## src/rtl/gb_psum_pool_seq.sv

```systemverilog
// rtl/gb_psum_pool_seq.sv - psum bank row readout sequencer feeding the pooling unit
// Streams rows base..base+last from the global buffer into a single skid-free output register.
module gb_psum_pool_seq #(
  parameter int ADDR_WIDTH = 8,
  parameter int PSUM_WIDTH = 32,
  parameter int NUM_PEB    = 16
) (
  input  logic                             clk,
  input  logic                             rst_n,
  input  logic                             cfg_val,
  output logic                             cfg_rdy,
  input  logic [ADDR_WIDTH-1:0]            cfg_base,
  input  logic [ADDR_WIDTH-1:0]            cfg_last,
  input  logic                             start,
  input  logic                             abort,
  output logic                             busy,
  output logic                             done,
  output logic                             POOLGB_rdy,
  output logic [ADDR_WIDTH-1:0]            POOLGB_addr,
  output logic                             POOLGB_fnh,
  input  logic                             GBPOOL_val,
  input  logic [PSUM_WIDTH*NUM_PEB-1:0]    GBPOOL_data,
  output logic                             SEQPOOL_val,
  output logic [PSUM_WIDTH*NUM_PEB-1:0]    SEQPOOL_data,
  output logic [ADDR_WIDTH-1:0]            SEQPOOL_addr,
  input  logic                             POOLSEQ_rdy
);

  localparam int DW = PSUM_WIDTH * NUM_PEB;
  localparam int CW = ADDR_WIDTH + 1;

  localparam logic [1:0] S_IDLE  = 2'd0;
  localparam logic [1:0] S_RUN   = 2'd1;
  localparam logic [1:0] S_FLUSH = 2'd2;
  localparam logic [1:0] S_FNH   = 2'd3;

  logic [1:0]            state_q, state_d;
  logic [CW-1:0]         cnt_q, cnt_d;
  logic [ADDR_WIDTH-1:0] base_q, base_d;
  logic [ADDR_WIDTH-1:0] last_q, last_d;
  logic                  sval_q, sval_d;
  logic [DW-1:0]         sdata_q, sdata_d;
  logic [ADDR_WIDTH-1:0] saddr_q, saddr_d;

  logic [ADDR_WIDTH-1:0] rd_addr;
  logic                  pool_rdy;
  logic                  accept;
  logic                  consume;

  // cnt is one bit wider than the address so a full 2^ADDR_WIDTH-row pass never aliases to 0
  assign rd_addr  = base_q + cnt_q[ADDR_WIDTH-1:0];
  assign pool_rdy = (state_q == S_RUN) && (!sval_q || POOLSEQ_rdy);
  assign accept   = GBPOOL_val && pool_rdy;
  assign consume  = sval_q && POOLSEQ_rdy;

  always_comb begin
    state_d = state_q;
    cnt_d   = cnt_q;
    base_d  = base_q;
    last_d  = last_q;
    sval_d  = sval_q;
    sdata_d = sdata_q;
    saddr_d = saddr_q;

    if (cfg_val && (state_q == S_IDLE)) begin
      base_d = cfg_base;
      last_d = cfg_last;
    end

    if (abort) begin
      state_d = S_IDLE;
      cnt_d   = '0;
      sval_d  = 1'b0;
    end else begin
      if (consume) sval_d = 1'b0;
      case (state_q)
        S_IDLE: begin
          if (start) begin
            state_d = S_RUN;
            cnt_d   = '0;
          end
        end
        S_RUN: begin
          if (accept) begin
            sdata_d = GBPOOL_data;
            saddr_d = rd_addr;
            sval_d  = 1'b1;
            cnt_d   = cnt_q + CW'(1);
            if (cnt_q == {1'b0, last_q}) state_d = S_FLUSH;
          end
        end
        S_FLUSH: begin
          if (!sval_q || POOLSEQ_rdy) state_d = S_FNH;
        end
        default: state_d = S_IDLE;
      endcase
    end
  end

  always_ff @(posedge clk or negedge rst_n) begin
    if (!rst_n) begin
      state_q <= S_IDLE;
      cnt_q   <= '0;
      base_q  <= '0;
      last_q  <= '0;
      sval_q  <= 1'b0;
      sdata_q <= '0;
      saddr_q <= '0;
    end else begin
      state_q <= state_d;
      cnt_q   <= cnt_d;
      base_q  <= base_d;
      last_q  <= last_d;
      sval_q  <= sval_d;
      sdata_q <= sdata_d;
      saddr_q <= saddr_d;
    end
  end

  // abort wins over the finish pulse even in the FNH cycle itself
  assign POOLGB_fnh   = (state_q == S_FNH) && !abort;
  assign done         = (state_q == S_FNH) && !abort;
  assign cfg_rdy      = (state_q == S_IDLE);
  assign busy         = (state_q != S_IDLE);
  assign POOLGB_rdy   = pool_rdy;
  assign POOLGB_addr  = rd_addr;
  assign SEQPOOL_val  = sval_q;
  assign SEQPOOL_data = sdata_q;
  assign SEQPOOL_addr = saddr_q;

endmodule

```

## config.mk

```make
export PLATFORM = sky130hd
export DESIGN_NAME = gb_psum_pool_seq
export DESIGN_NICKNAME = d
export VERILOG_FILES = /design/src/rtl/gb_psum_pool_seq.sv
export SDC_FILE = /design/constraint.sdc
export NUM_CORES = 1
export LEC_CHECK = 0
export ABC_AREA = 1
export CAP_MARGIN = 20
export CORE_AREA = 2 2 413 415
export DETAILED_ROUTE_END_ITERATION = 10
export DIE_AREA = 0 0 415 417
export HOLD_SLACK_MARGIN = 0.08
export SYNTH_ARGS = -nofsm -noshare
export SYNTH_HDL_FRONTEND = slang
export SYNTH_SLANG_ARGS = --single-unit
```

## constraint.sdc

```tcl
create_clock -name clk -period 7.42 [get_ports clk]
set_clock_uncertainty 0.1 [all_clocks]
set_input_delay 2.226 -clock clk [delete_from_list [all_inputs] [get_ports clk]]
set_output_delay 2.226 -clock clk [all_outputs]
set_load 0.05 [all_outputs]
```

Word-level counts from Yosys, hierarchy flattened. Index checks and enable logic that the tools add are counted.

Register bits after elaboration: 548. Input port bits: 535. Output and inout bits: 534. Logic and storage cells: 46.

Add/sub/neg operators: 2. Equality and inequality tests: 8. Muxes and demuxes: 14. Bitwise gates (word level): 1. Reductions and logical operators: 14.

Operator list (number): $mux 9 (3); $pmux 9 s2 (1); $mux 2 (5); $add 9x1->9 const B (1); $eq 9x8->1 (1); $add 8x8->8 (1); $ne 3x3->1 const B (2); $pmux 2 s3 (1); $reduce_and 3->1 (2); $logic_and 1x1->1 (5); $eq 2x2->1 const B (2); $mux 1 (4); $reduce_and 4->1 (1); $ne 3x1->1 const B (1); $ne 3x2->1 const B (1); $reduce_bool 3->1 (1); $eq 2x1->1 const B (1); $logic_not 1->1 (2); $logic_not 2->1 (1); $reduce_bool 2->1 (1); $logic_or 1x1->1 (1); $not 1->1 (1).

Longest topological paths before layout.
Depth after elaboration: 7. Depth in mapped cells: 11. Gate-level depth less buffers: 11.

Worst setup path before layout. Ideal clock, no wire load.

Kind: input port to output port. Start: in abort. End: out done. Arrival time: 3.410 ns. Data required time: 5.094 ns. Path slack: 1.684 ns. Cell stages on the path: 3. Buffers on the path: 2. Cells stage by stage: buf_2 > nor2_1 > buf_4.

Longest elaborated chain between the ends: 2.

RTL lines: start, declared (RTL line 15) `input logic abort,`; $logic_not 1->1; $logic_and 1x1->1; end, declared (RTL line 17) `output logic done,`.

No other way between the ends.

Final worst setup path.
Start: in POOLSEQ_rdy. End: out POOLGB_rdy.

Longest elaborated chain between the ends: 2.

RTL lines: start, declared (RTL line 26) `input logic POOLSEQ_rdy`; $logic_or 1x1->1 (RTL line 52) `assign pool_rdy = (state_q == S_RUN) && (!sval_q || POOLSEQ_rdy);`; $logic_and 1x1->1 (RTL line 52); end, declared (RTL line 18) `output logic POOLGB_rdy,`.

No other way between the ends.

==> flow_metrics.env <==
export IMPL_status="finished, final reports clean"
export IMPL_stdcell_count=5775
export IMPL_cp_required_ns=5.09
export IMPL_core_sq_um=169000
export IMPL_fp_dieH_um=417
export IMPL_clock_sinks=548
export IMPL_track_usage=0.155
export IMPL_leakage_nw=17.3
export IMPL_startpoint_type="input port"
export IMPL_routed_wirelength_um=138000
export IMPL_cp_data_arrival_time_ns=3.92
export IMPL_wl_per_cell_um=23.9
export IMPL_yosysWarningCount=0
export IMPL_grt_pass1_vias=20900
export IMPL_initial_utilization=0.126
export IMPL_cts_clk_slew_worst_paths_ns=0.05
export IMPL_grt_max_degree=176
export IMPL_setup_tns_final_ns=0
export IMPL_max_stage_delay_ns=0.84
export IMPL_hp_class="reg2reg"
export IMPL_rsz0062_at_grt="false"
export IMPL_clockRootBuffer="clkbuf_16"
export IMPL_htreeDepth=3
export IMPL_max_slew_margin_rel=0.361
export IMPL_crit_end="POOLGB_rdy"
export IMPL_drtIter0Drc=1244
export IMPL_reg2reg_from="state_q[1]"
export IMPL_critPathLaunch="POOLSEQ_rdy"
export IMPL_die_area_sq_um=173000
export IMPL_synth_largest_area_cell="dfrtp_1"
export IMPL_hold_viol_final=0
export IMPL_grt_antenna_before_repair=120
export IMPL_final_util=0.220
export IMPL_synth_most_common_cell="nand2_1"
export IMPL_synthFlopType="dfrtp_1"
export IMPL_cp_max_fo=3
export IMPL_reg2reg_depth=10
export IMPL_period_share=0.842
export IMPL_async_reset_ff_frac=1.00
export IMPL_drtAntennaViolNets=0
export IMPL_syn_nets=2983
export IMPL_drc=0
export IMPL_grt_pass1_wl_um=183000
export IMPL_gp_congestion=0.916
export IMPL_reg2reg_slack_ns=4.32
export IMPL_slowest_stage="clkdlybuf4s50_1"
export IMPL_r2r_end="SEQPOOL_data[423]"
export IMPL_netlist_area_sq_um=21300
export IMPL_post_cts_buffers=0
export IMPL_syn2layout_area_growth_pct=73.8
export IMPL_setup_viol=0
export IMPL_cp_top_family="buffers and inverters"
export IMPL_avgSynthCellArea_sq_um=8.75
export IMPL_drv_cap=0
export IMPL_layout_drive_gt1_share=0.0441
export IMPL_num_vias=20600
export IMPL_worstPathCellList="clkdlybuf4s50_1, inv_1, nand2_1, inv_1, nor2_2, clkdlybuf4s50_1"
export IMPL_via_per_inst=3.57
export IMPL_portBuffers=1068
export IMPL_powerDensity_nw_per_um2=535
export IMPL_synth_cell_type_count=28
export IMPL_crit_type="in2out"
export IMPL_seq_area_frac_synth=0.644
export IMPL_numCtsBuffers=75
export IMPL_vdd_ir_drop_max_mv=0.217
export IMPL_synth_cells_most_frequent="nand2_1, dfrtp_1, buf_2, inv_1"
export IMPL_first_pass_iters=5
export IMPL_cts_hold_buf=0
export IMPL_ys_ff_latch=548
export IMPL_clk_latency_ns=0.67
export IMPL_rows=151
export IMPL_timing_fmax_mhz=160
export IMPL_synth_edf_count=0
export IMPL_yosys_top_cells_area="dfrtp_1, nand2_1, buf_2"
export IMPL_worst_path_buf_inv=4
export IMPL_die_width_um=415
export IMPL_crit_cells=6
export IMPL_endpoint_kind="primary output"
export IMPL_num_nets_final=4026
export IMPL_synth_top_cell_area_share=0.644
export IMPL_cts_resized=0
export IMPL_cts_tree="built"
export IMPL_slew_viol_final=0
export IMPL_syn_inst=2435
export IMPL_gr_total_overflow=0
export IMPL_cts_buffer_depth=3
export IMPL_dp_cells=5619
export IMPL_hpwl_um=113000
export IMPL_tightest_slew_ns=0.958
export IMPL_period_needed_ns=6.25
export IMPL_io_pins=1069
final cells by class:
type,count,area (sq um)
Antenna cell,22,55.1
Clock buffer,103,2180
Clock inverter,31,375
Fill cell,18500,132000
Inverter,44,173
Multi-Input combinational cell,1724,6810
Sequential cell,548,13700
Tap cell,2218,2780
Timing Repair Buffer,1085,10900
how the worst min path moves through the flow:
stage	from	slack (ns)	depth (start not counted)	endpoint
2_1_floorplan	base_q[0]	0.38	1	base_q[0]
3_3_place_gp	SEQPOOL_data[392]	0.35	2	SEQPOOL_data[392]
3_5_place_dp	SEQPOOL_data[293]	0.36	2	SEQPOOL_data[293]
4_1_cts	SEQPOOL_data[272]	0.37	2	SEQPOOL_data[272]
5_1_grt	SEQPOOL_data[214]	0.38	2	SEQPOOL_data[214]
6_report	SEQPOOL_data[293]	0.37	2	SEQPOOL_data[293]
flip-flops by register name, indices dropped and copies added, names as in the netlist:
name          cells
SEQPOOL_data    512
cnt_q             9
SEQPOOL_addr      8
base_q            8
last_q            8
state_q           2
SEQPOOL_val       1
power breakdown:
| part | total, mW | switching, mW | internal, mW | leakage [nW] |
|---|---|---|---|---|
| clock network | 3.81 | 1.54 | 2.27 | 1.24 |
| registers | 5.16 | 0.798 | 4.36 | 6.83 |
| logic | 10.8 | 7.74 | 3.10 | 9.23 |
| total | 19.8 | 10.1 | 9.72 | 17.3 |
per-stage QoR:
stage	power, mW	worst slack, ns	hold WS (ns)	area (sq um)
final	19.8	1.17	0.368	37000
after global routing	20.9	1.14	0.380	37000
after CTS	20.1	1.19	0.370	37000
after detailed placement	16.1	1.20	0.357	34400
after global placement	16.0	1.15	0.353	34400
after floorplan	11.3	1.68	0.384	21300
tightest hold or removal path: stages (launching register included):
cell and delay (ns):
dfrtp_1 0.34, nand2_1 0.05, nand2_1 0.05
per-layer routing:
layer  GRT usage  share of wire  up-vias
met5           0        0.00020        -
met4      0.0565          0.036        4
met3       0.106           0.15      339
met2       0.247           0.46      938
met1       0.161           0.35     9831
li1            -              -     9481
cells by family after synthesis:
| logic type | share of synthesized area |
|---|---|
| simple gates | 0.296 |
| flops | 0.644 |
| buf+inv | 0.0368 |
| compound gates | 0.00740 |
| fa+ha+maj | 0.00799 |
| mux | 0.00529 |
| xor+xnor | 0.00247 |
cell usage in the layout (no fill, tap or decap), types with 3 or more instances in the layout:
cell type,Yosys,layout
bufinv_16,0,6
dfrtp_1,548,548
clkbuf_8,0,13
clkbuf_1,9,12
nand2_1,1615,1615
a21oi_1,11,11
clkinv_2,0,10
o21ai_0,15,15
clkinv_4,0,3
buf_4,12,9
clkdlybuf4s50_1,0,1065
buf_12,0,10
clkinvlp_4,0,7
xor2_1,4,4
clkbuf_16,0,78
clkinv_8,0,3
diode_2,0,22
nand3_1,18,18
mux2_2,10,10
inv_1,41,41
nor2_1,18,18
nand4_1,7,7
ha_1,12,12
Note: power is estimated with default switching activity, not from simulation.
==> RTL change 1, RTL diff (same flow settings) <==
Set the parameter `PSUM_WIDTH` to 28 (it was 32).
--- a/src/rtl/gb_psum_pool_seq.sv
+++ b/src/rtl/gb_psum_pool_seq.sv
@@ -3,5 +3,5 @@
 module gb_psum_pool_seq #(
   parameter int ADDR_WIDTH = 8,
-  parameter int PSUM_WIDTH = 32,
+  parameter int PSUM_WIDTH = 28,
   parameter int NUM_PEB    = 16
 ) (
Interface: changed (resized GBPOOL_data and SEQPOOL_data); port bits go from 1069 to 941. No check against the original RTL was run, so the function may have changed too.
==> RTL change 1 against the original RTL <==
  * Setup slack worse by 0.11 ns
  * Final area is 10% lower
  * Fmax is 1.8% lower
  * Routed wire length is 26% lower
  * Critical path depth stayed put
  * Power is 14% lower
  * Area after synthesis is 10% lower
  * Die area stayed put
  * Non-clock buffer count is 131 lower
  * Sequential cell count is 64 lower
  * Critical endpoint unchanged
  * Largest cell class unchanged
==> RTL change 1: results (changes against the original RTL) <==
| Metric | Value |
|---|---|
| I/O Buffers | 940 (-12%) |
| Worst R2R Path Depth | 9 (-1) |
| Outcome | complete, no violations |
| Post-Synth XOR/XNOR Area | 0.274% (+0.027 points) |
| Normalized max-slew margin | 23.4% (-13 points) |
| First-pass GRT wire length | 139,000 um (-24%) |
| Largest net degree at the start of global routing | 173 (-1.7%) |
| Fmax | 157 MHz (-1.8%) |
| Placer Congestion | 0.874 (-4.7%) |
| Adder-Cell Fraction of Synth Area | 0.887% (+0.089 points) |
| Library cells used by synthesis | 27 (-3.6%) |
| Placed Instances | 5,232 (-6.9%) |
| Flop2flop setup slack | 4.36 ns (+0.04 ns) |
| # fillers | 18,700 (+0.98%) |
| Post-Route WL | 102,000 um (-26%) |
| Routing usage on met3 | 4.75% (-5.8 points) |
| DP Area | 30,800 um2 (-11%) |
| Worst hold slack | 0.368 ns (-0.000190 ns) |
| Vias | 17,800 (-14%) |
| Met1 usage | 12.7% (-3.4 points) |
| Top post-synthesis cells by count | 1,423 x nand2_1, 484 x dfrtp_1, 46 x buf_2 |
| Met1 Routed Length | 39,600 um (-19%) |
| Number of flip-flops in the largest register | 448 (-13%) |
| Gr usage total | 11.4% (-4.1 points) |
| Peak supply drop | 0.322 mV (+48%) |
| WL met2 | 49,400 um (-22%) |
| Syn Nets | 2,649 (-11%) |
| Critical Path AT | 4.03 ns (+0.11 ns) |
| Layout cells sized above 1 | 4.71% (+0.30 points) |
| # nets final | 3,569 (-11%) |
| Wire length on met3 | 9150 um (-56%) |
| Post-DP HPWL | 78,900 um (-30%) |
| Initial drt markers | 1,056 (-15%) |
| LEAKAGE | 0.0154 uW (-11%) |
| End of the worst hold path | SEQPOOL_data[397] |
| Average size of a mapped cell | 8.86 um2 (+1.2%) |
| Post-synthesis sequential area ratio | 63.2% (-1.2 points) |
| Layout Cells excl Fill | 5,375 (-6.9%) |
## RTL change 1: cell count changes in the layout (fill, tap and decap cells not counted), sizes merged
| cell | change |
|---|---|
| clkdlybuf4s50 | -126 |
| clkinv | -3 |
| inv | +9 |
| clkbuf | -14 |
| nand2 | -192 |
| diode | -4 |
| bufinv | -1 |
| buf | -5 |
| dfrtp | -64 |
## RTL change 1: final cells by class
cell class | count | area [um2] | share of cell area [%]
Inverter | 44 | 173 | 0.520
Sequential cell | 484 | 12100 | 36.5
Timing Repair Buffer | 954 | 9610 | 29.0
Clock inverter | 36 | 434 | 1.31
Clock buffer | 89 | 1940 | 5.86
Multi-Input combinational cell | 1532 | 6090 | 18.4
Antenna cell | 18 | 45.0 | 0.136
Tap cell | 2218 | 2780 | 8.36
## RTL change 1: where the power goes
group | internal (uW) | leakage, uW | switching [uW]
Clock | 2060 | 0.00115 | 1440
Combinational | 2740 | 0.00817 | 6300
Sequential | 3840 | 0.00603 | 686
==> RTL change 2, RTL diff (same flow settings) <==
Made on the original files. Make the reset (`rst_n`) synchronous in one clocked block.
--- a/src/rtl/gb_psum_pool_seq.sv
+++ b/src/rtl/gb_psum_pool_seq.sv
@@ -98,5 +98,5 @@
   end
 
-  always_ff @(posedge clk or negedge rst_n) begin
+  always_ff @(posedge clk) begin
     if (!rst_n) begin
       state_q <= S_IDLE;
Function: not settled (the Yosys comparison gave no result); the edit may change what the design does.
==> RTL change 2 against the original RTL <==
  * Non-clock buffer count shrank 2
  * Count of clock-buffer cells in the layout shrank 12
  * Routed wire length shrank 17%
  * Area after synthesis shrank 8.8%
  * First-iteration DRC count grew 24%
  * Final area shrank 6.3%
  * Setup slack gained 0.028 ns
  * Die area is the same
  * Sequential cell count is the same
  * Critical path type unchanged
  * Largest cell class unchanged
Power is not compared: it rests on default switching activity, and its combinational part moved more than twofold at a synthesized area within 25%.
==> RTL change 2: results (changes against the original RTL) <==
| Metric | Value |
|---|---|
| Post-synthesis sequential area ratio | 56.5% (-7.9 points) |
| Average size of a mapped cell | 7.75 um2 (-11%) |
| DP Area | 32,300 um2 (-6.1%) |
| Layout cells sized above 1 | 3.90% (-0.51 points) |
| Vias | 20,500 (-0.26%) |
| R2R Path End | SEQPOOL_data[82] |
| Worst hold slack | 0.380 ns (+0.0122 ns) |
| Worst min-delay path class | register to register |
| LEAKAGE | between 0.01 and 0.015 uW |
| Post-synthesis mux area share | 0% (-0.53 points) |
| Adder-Cell Fraction of Synth Area | 0.940% (+0.14 points) |
| Most used DFF post-synth | dfxtp_1 |
| Top post-synthesis cells by count | 1,062 x nor2_1, 548 x dfxtp_1, 538 x o21ai_0 |
| Clock-cell share | 6.72% (-0.17 points) |
| Worst Max-Slew Pin Slew | 1.31 ns (+0.355 ns) |
| Post-synthesis instance total | 2,506 (+2.9%) |
| Seq area share | 31.6% (-5.4 points) |
| Gr usage total | 12.5% (-3.0 points) |
| Placer Congestion | 0.883 (-3.6%) |
| First-pass GRT wire length | 154,000 um (-16%) |
| Max incr delay on CP | 0.82 ns (-0.02 ns) |
| Largest net degree at the start of global routing | 217 (+23%) |
| Top post-synthesis cells by area | dfxtp_1 56%, nor2_1 21%, o21ai_0 14%, buf_2 2.4%, clkbuf_1 1.5% |
| Vias in the first global route | 19,800 (-5.4%) |
| # nets final | 4,033 (+0.17%) |
| CTS Buffer Depth | 3 (unchanged) |
| Critical Path AT | 3.89 ns (-0.03 ns) |
| Post-Synth XOR/XNOR Area | 0.406% (+0.16 points) |
| Beginning of the critical path | POOLSEQ_rdy |
| Logic pwr share | between 15 and 20% |
| End of the worst hold path | last_q[6] |
| Pre-CTS setup slack | 1.23 ns (+0.0254 ns) |
| FFs w/ async S/R, synth | 0% (-100 points) |
| GR Util met2 | 20.0% (-4.7 points) |
| Syn Nets | 3,055 (+2.4%) |
| Met1 usage | 14.5% (-1.6 points) |
| Count of plain and timing-repair buffers | 1,083 (-0.18%) |
| Library cells used by synthesis | 31 (+11%) |
| # clk buffers | 91 (-12%) |
| Worst R2R Path Depth | 9 (-1) |
| CP max-delay cell | clkdlybuf4s50_1 |
| Outcome | complete, no violations |
| Multi-input gates | 1,733 (+0.52%) |
| Number of antenna violations at the first check in global routing | 45 (-63%) |
| Drt wl/cell | 19.9 um (-17%) |
| Logic inverters | 48 (+9.1%) |
| Placed Instances | 5,630 (+0.20%) |
| Initial drt markers | 1,537 (+24%) |
| Footprint of the multi-input gates | 7480 um2 (+9.8%) |
| Hold wc startpoint | last_q[6] |
| Post-synthesis compound-gate area fraction | 14.8% (+14 points) |
| TritonCTS Buffers | 70 (-6.7%) |
| Fin crit share | 83.8% (-0.38 points) |
| R2R Path Start | state_q[0] |
| Post-Route WL | 114,000 um (-17%) |
| Non-clk buf share | 31.4% (+1.9 points) |
| Area grow syn2layout | 78.5% |
| Post-DP HPWL | 88,200 um (-22%) |
| Routing usage on met3 | 6.36% (-4.2 points) |
| Diodes inserted | 13 (-41%) |
[RTL change 2: kinds of logic (layout without fill, tap and decap cells)]
logic type      after synthesis  in the layout
buf+inv                     225           1256
other cells                   0             13
simple gates               1141           1141
compound gates              569            569
flops                       548            548
fa+ha+maj                    14             14
xor+xnor                      9              9
[RTL change 2: worst register-to-register path: stages (launching register included)]
cell and delay, ns:
dfxtp_1 0.42, ha_1 0.57, nand2_2 0.12, inv_2 0.08, nand2_2 0.18, nor2_4 0.28, buf_12 0.42, buf_4 1.06
o21ai_0 0.24, nor2_1 0.13
[RTL change 2: routing by layer]
layer  part of all wire, %  vias to the layer above  routed length [um]
li1                      -                    10000                   -
met1                    40                     9542               45700
met2                    46                      813               52600
met3                    12                      173               13300
met4                   2.4                        6                2760
met5                 0.039                        -                  45
